File: config.mk
export PLATFORM = sky130hd
export DESIGN_NAME = functional_unit_prog
export DESIGN_NICKNAME = d
export VERILOG_FILES = /design/src/rtl/functional_unit_prog.sv
export SDC_FILE = /design/constraint.sdc
export NUM_CORES = 1
export LEC_CHECK = 0
export ABC_CLOCK_PERIOD_IN_PS = 52300
export CAP_MARGIN = 20
export CORE_ASPECT_RATIO = 1.2
export CORE_MARGIN = 2
export CORE_UTILIZATION = 25
export DETAILED_ROUTE_END_ITERATION = 8
export GPL_TIMING_DRIVEN = 0
export PLACE_DENSITY_LB_ADDON = 0.3
export REMOVE_ABC_BUFFERS = 1
export SLEW_MARGIN = 5
export SYNTH_ARGS = -nofsm -noshare
export SYNTH_HDL_FRONTEND = slang
export SYNTH_SLANG_ARGS = --single-unit
export TNS_END_PERCENT = 30
File: constraint.sdc
create_clock -name clk -period 52.3 [get_ports clk]
set_input_delay 15.69 -clock clk [delete_from_list [all_inputs] [get_ports clk]]
set_output_delay 15.69 -clock clk [all_outputs]
set_load 0.01 [all_outputs]
File: src/rtl/functional_unit_prog.sv
// Programmable-table test FSM: rule registers define the state graph,
// the highest-index matching rule selects the next state.
module functional_unit_prog #(
  parameter int SW          = 4,
  parameter int XW          = 4,
  parameter int NRULES      = 32,
  parameter int IDXW        = 5,
  parameter int RESET_STATE = 0
) (
  input  logic                   clk,
  input  logic                   TLR,
  input  logic                   en,
  input  logic                   restart,
  input  logic [XW-1:0]          X,
  input  logic                   cfg_we,
  input  logic [IDXW-1:0]        cfg_addr,
  input  logic [2*SW+2*XW:0]     cfg_wdata,
  output logic [SW-1:0]          Yin,
  output logic                   hit,
  output logic [IDXW-1:0]        hit_idx,
  output logic [15:0]            trans_cnt
);

  localparam int RW = 1 + 2*SW + 2*XW;
  localparam logic [SW-1:0] RST_Y = SW'(RESET_STATE);

  logic [RW-1:0]   rule_q [NRULES];
  logic [SW-1:0]   y_q, y_d;
  logic            hit_q, hit_d;
  logic [IDXW-1:0] idx_q, idx_d;
  logic [15:0]     cnt_q, cnt_d;

  logic            any_m;
  logic [IDXW-1:0] win_idx;
  logic [SW-1:0]   win_dst;

  // ascending scan: a later match overrides, so the top index wins
  always_comb begin
    any_m   = 1'b0;
    win_idx = '0;
    win_dst = '0;
    for (int i = 0; i < NRULES; i++) begin
      logic          v;
      logic [SW-1:0] src;
      logic [XW-1:0] msk, mat;
      v   = rule_q[i][RW-1];
      src = rule_q[i][RW-2 -: SW];
      msk = rule_q[i][SW+2*XW-1 -: XW];
      mat = rule_q[i][SW+XW-1 -: XW];
      if (v && src == y_q && (X & msk) == (mat & msk)) begin
        any_m   = 1'b1;
        win_idx = IDXW'(i);
        win_dst = rule_q[i][SW-1:0];
      end
    end
  end

  always_comb begin
    y_d   = y_q;
    hit_d = 1'b0;
    idx_d = idx_q;
    cnt_d = cnt_q;
    if (restart) begin
      y_d   = RST_Y;
      idx_d = '0;
      cnt_d = '0;
    end else if (en && any_m) begin
      y_d   = win_dst;
      hit_d = 1'b1;
      idx_d = win_idx;
      if (cnt_q != 16'hFFFF)
        cnt_d = cnt_q + 16'd1;
    end
  end

  always_ff @(posedge clk or posedge TLR) begin
    if (TLR) begin
      y_q   <= RST_Y;
      hit_q <= 1'b0;
      idx_q <= '0;
      cnt_q <= '0;
    end else begin
      y_q   <= y_d;
      hit_q <= hit_d;
      idx_q <= idx_d;
      cnt_q <= cnt_d;
    end
  end

  always_ff @(posedge clk or posedge TLR) begin
    if (TLR) begin
      for (int i = 0; i < NRULES; i++)
        rule_q[i] <= '0;
    end else if (cfg_we && 32'(cfg_addr) < NRULES) begin
      rule_q[cfg_addr] <= cfg_wdata;
    end
  end

  assign Yin       = y_q;
  assign hit       = hit_q;
  assign hit_idx   = idx_q;
  assign trans_cnt = cnt_q;

endmodule

==> flow_summary.json, run 1 <==
{
  "worstHoldStart": "rule_q[476]$_DFFE_PP0P_",
  "synth_flop_cell": "dfrtp_1",
  "yosysWarnings": 0,
  "row_count": 132,
  "worstPathMaxFanout": 32,
  "required_ps": 52800,
  "clk_pin_slew_ps": 60,
  "grt_overflow_total": 0,
  "critPathKind": "in -> reg",
  "wire_per_inst_um": 21.1,
  "cts.sinks": 570,
  "hold_violations": 0,
  "gp_congestion": 0.859,
  "cpMostUsedCell": "or4b_4",
  "status": "finished, final reports clean",
  "routed_wl_mm": 75.7,
  "cts_buffers": 57,
  "synth_top_area_share_pct": 52.8,
  "drt-pass1-iter-count": 5,
  "synthCells": 2147,
  "initial_core_util_pct": 25.1,
  "tns_ps": 0,
  "finClkSkew_ps": 15.2,
  "clockBufferDepth": 3,
  "final_cell_area_mm2": 0.0311,
  "drt.antenna.violating_nets": 0,
  "power.density_mw_per_mm2": 43.0,
  "async_flop_share_pct": 100,
  "die_y_um": 364,
  "fmax_mhz": 51.8,
  "yosysTopAreaCell": "dfrtp_1",
  "slew_headroom_pct": 25.3,
  "antenna_found_initial": 5,
  "drtIter0Drc": 904,
  "die_w_um": 304,
  "synth_common_cells": "dfrtp_1, mux2_2, xor2_1, clkbuf_1, nand2_1",
  "postCtsHoldBufs": 0,
  "synth-seq-area-share_pct": 52.8,
  "crit_start": "X[3]",
  "port_buffers": 56,
  "ir_worst_vdd_uv": 23.3,
  "grt_start_max_net_pins": 120,
  "dp_hpwl_mm": 51.3,
  "drc": 0,
  "nFillCells": 10800,
  "r2r_cells": 10,
  "syn_to_final_growth_pct": 15.1,
  "rsz0062_at_grt": "no",
  "detailedPlace.worstSlack_ps": 32390,
  "setup_viol": 0,
  "ioPinCount": 57,
  "cts_root_buf": "clkbuf_16",
  "netlist_area_mm2": 0.0270,
  "rrSetupSlack_ps": 47820,
  "cp-end-kind": "flop",
  "placed_area_mm2": 0.0293,
  "layout_min_cycle_time_ps": 19300,
  "worstSkewPairLatency_ps": 620,
  "post_cts_buffers": 0,
  "final_core_util_pct": 28.9,
  "drv_slew": 0,
  "grt_pass1_vias": 18500,
  "startpoint_type": "primary input",
  "leakagePower_nw": 14.1,
  "r2r-end": "trans_cnt[11]$_DFFE_PP0P_",
  "r2r_start": "Yin[3]$_DFFE_PP0P_",
  "ys_ff_latch": 570,
  "worstSetupEndpoint": "trans_cnt[11]$_DFFE_PP0P_",
  "final_nets": 2180,
  "drive_gt1_share_pct": 32.1,
  "worstMarginPinSlew_ps": 1090,
  "dieArea_mm2": 0.111,
  "setup_slack_ps": 33000,
  "htree_levels": 2,
  "grt_pass1_wl_mm": 117,
  "critical-path-slowest-cell": "o41ai_4",
  "drv_cap": 0,
  "grt_util_all_layers_pct": 13.7,
  "synthTopCellsByArea": "dfrtp_1, mux2_2, xor2_1",
  "min_path_type": "reg -> reg",
  "avgSynthCellArea_um2": 12.6,
  "via_count": 17200,
  "arrival_ps": 19800,
  "coreArea_mm2": 0.108,
  "ctsResizeCount": 0,
  "crit_path_max_incr_delay_ps": 730,
  "post-synth-top-count-cell": "dfrtp_1",
  "fin_crit_sh_pct": 36.9,
  "synth.distinct_cells": 77,
  "routed_via_density": 4.78,
  "synth-edff-count": 0,
  "cts_tree": "done",
  "path_cells": "buf_4, xor2_1, a2111oi_0, nand3_1, or4b_4, or4b_4, o41ai_4, buf_6, nor2_2, and3_1, mux2_4"
}
-- report_power, final --
part / switching [W] / total (W) / internal [W]
Combinational: 0.000176 / 0.000333 / 0.000156
Sequential: 0.0000680 / 0.000595 / 0.000527
Clock: 0.000173 / 0.000410 / 0.000237
Total: 0.000417 / 0.00134 / 0.000921
-- worst min-delay path by stage --
stage                                          to  slack (ps)  cells past startpoint
after floorplan           rule_q[343]$_DFFE_PP0P_         470                      1
final                     rule_q[476]$_DFFE_PP0P_         500                      1
after CTS                 rule_q[527]$_DFFE_PP0P_         500                      1
after global routing      rule_q[519]$_DFFE_PP0P_         510                      1
after global placement    rule_q[343]$_DFFE_PP0P_         480                      1
after detailed placement  rule_q[527]$_DFFE_PP0P_         490                      1
-- per-layer routing --
metal / routed length, um / track usage (%) / part of all wire [%]
met4: 2640 / 4.99 / 3.5
met2: 38000 / 24.3 / 50
met3: 2570 / 1.88 / 3.4
met5: 33 / 0 / 0.044
met1: 32500 / 16.9 / 43
-- metrics by stage --
stage	total power, W	std cells	hold WS, ps
after CTS	0.00135	3595	500
after global routing	0.00141	3595	514
final	0.00134	3596	499
after detailed placement	0.000936	3496	486
after floorplan	0.000809	1998	470
after global placement	0.000917	3461	478
-- kinds of logic after synthesis --
group | after synthesis | synth area share (%)
multiplexers | 530 | 22.1
AND/OR/NAND/NOR | 367 | 7.06
flip-flops | 570 | 52.8
adder cells (fa/ha/maj) | 1 | 0.0463
buffers and inverters | 189 | 3.21
AO/OA/AOI/OAI | 225 | 6.14
XOR/XNOR | 265 | 8.64
-- cell type report --
class	instances	area [um^2]	area share, %
clock inverter	14	178	0.571
sequential	570	14300	45.9
timing repair buffer	91	1140	3.68
clock buffer	85	1660	5.34
tap	1407	1760	5.66
multi-input combinational	1388	11900	38.3
antenna	1	2.50	0.00805
inverter	40	158	0.507
-- state kept, by name, indices dropped and copies added, names as in the netlist --
register	flops
hit	1
rule_q	544
hit_idx	5
Yin	4
trans_cnt	16
-- cell usage in the layout (no fill, tap or decap), drive strengths merged, types with 13 or more instances in the layout --
cell,instances
clkdlybuf4s50,37
a222oi,22
nand2,96
a211oi,33
clkbuf,85
xor2,248
nand4,18
nor3,50
dfrtp,570
a21oi,31
buf,54
nor2,64
nor2b,13
xnor2,17
mux2,530
and3,19
inv,40
nand3,37
o21ai,44
-- worst max-delay path: cells and delay by family --
kind	cells	cell delay [ps]
compound gates	2	910
buf+inv	2	890
simple gates	5	1760
mux	1	290
xor+xnor	1	190
Power figures use the tool's default switching activity.
==> run 2: changes to the inputs <==
--- a/config.mk
+++ b/config.mk
@@ -5,7 +5,7 @@
 export SDC_FILE = /design/constraint.sdc
 export NUM_CORES = 1
 export LEC_CHECK = 0
-export ABC_CLOCK_PERIOD_IN_PS = 52300
+export ABC_CLOCK_PERIOD_IN_PS = 19600
 export CAP_MARGIN = 20
 export CORE_ASPECT_RATIO = 1.2
 export CORE_MARGIN = 2
==> constraint.sdc (replaced) <==
create_clock -name clk -period 19.6 [get_ports clk]
set_input_delay 5.88 -clock clk [delete_from_list [all_inputs] [get_ports clk]]
set_output_delay 5.88 -clock clk [all_outputs]
set_load 0.01 [all_outputs]
==> results of run 2 <==
The final DEF is identical to that of run 1. Status: finished, final reports clean.
Among the figures that moved: setup slack after placement 32390 ps -> 9500 ps; setup slack after layout 33000 ps -> 10110 ps; register-to-register setup slack 47820 ps -> 15120 ps; total power 0.00134 W -> 0.00357 W; worst IR drop on VDD 23.3 uV -> 62.1 uV
==> run 3: changes to the inputs <==
--- a/config.mk
+++ b/config.mk
@@ -5,7 +5,7 @@
 export SDC_FILE = /design/constraint.sdc
 export NUM_CORES = 1
 export LEC_CHECK = 0
-export ABC_CLOCK_PERIOD_IN_PS = 19600
+export ABC_CLOCK_PERIOD_IN_PS = 8950
 export CAP_MARGIN = 20
 export CORE_ASPECT_RATIO = 1.2
 export CORE_MARGIN = 2
==> constraint.sdc (replaced) <==
create_clock -name clk -period 8.95 [get_ports clk]
set_input_delay 2.685 -clock clk [delete_from_list [all_inputs] [get_ports clk]]
set_output_delay 2.685 -clock clk [all_outputs]
set_load 0.01 [all_outputs]
==> results of run 3 <==
The final DEF is identical to that of run 1. Status: finished, final reports clean.
Among the figures that moved: setup slack after placement 32390 ps -> 2050 ps; setup slack after layout 33000 ps -> 2660 ps; register-to-register setup slack 47820 ps -> 4470 ps; total power 0.00134 W -> 0.00782 W; worst IR drop on VDD 23.3 uV -> 136 uV
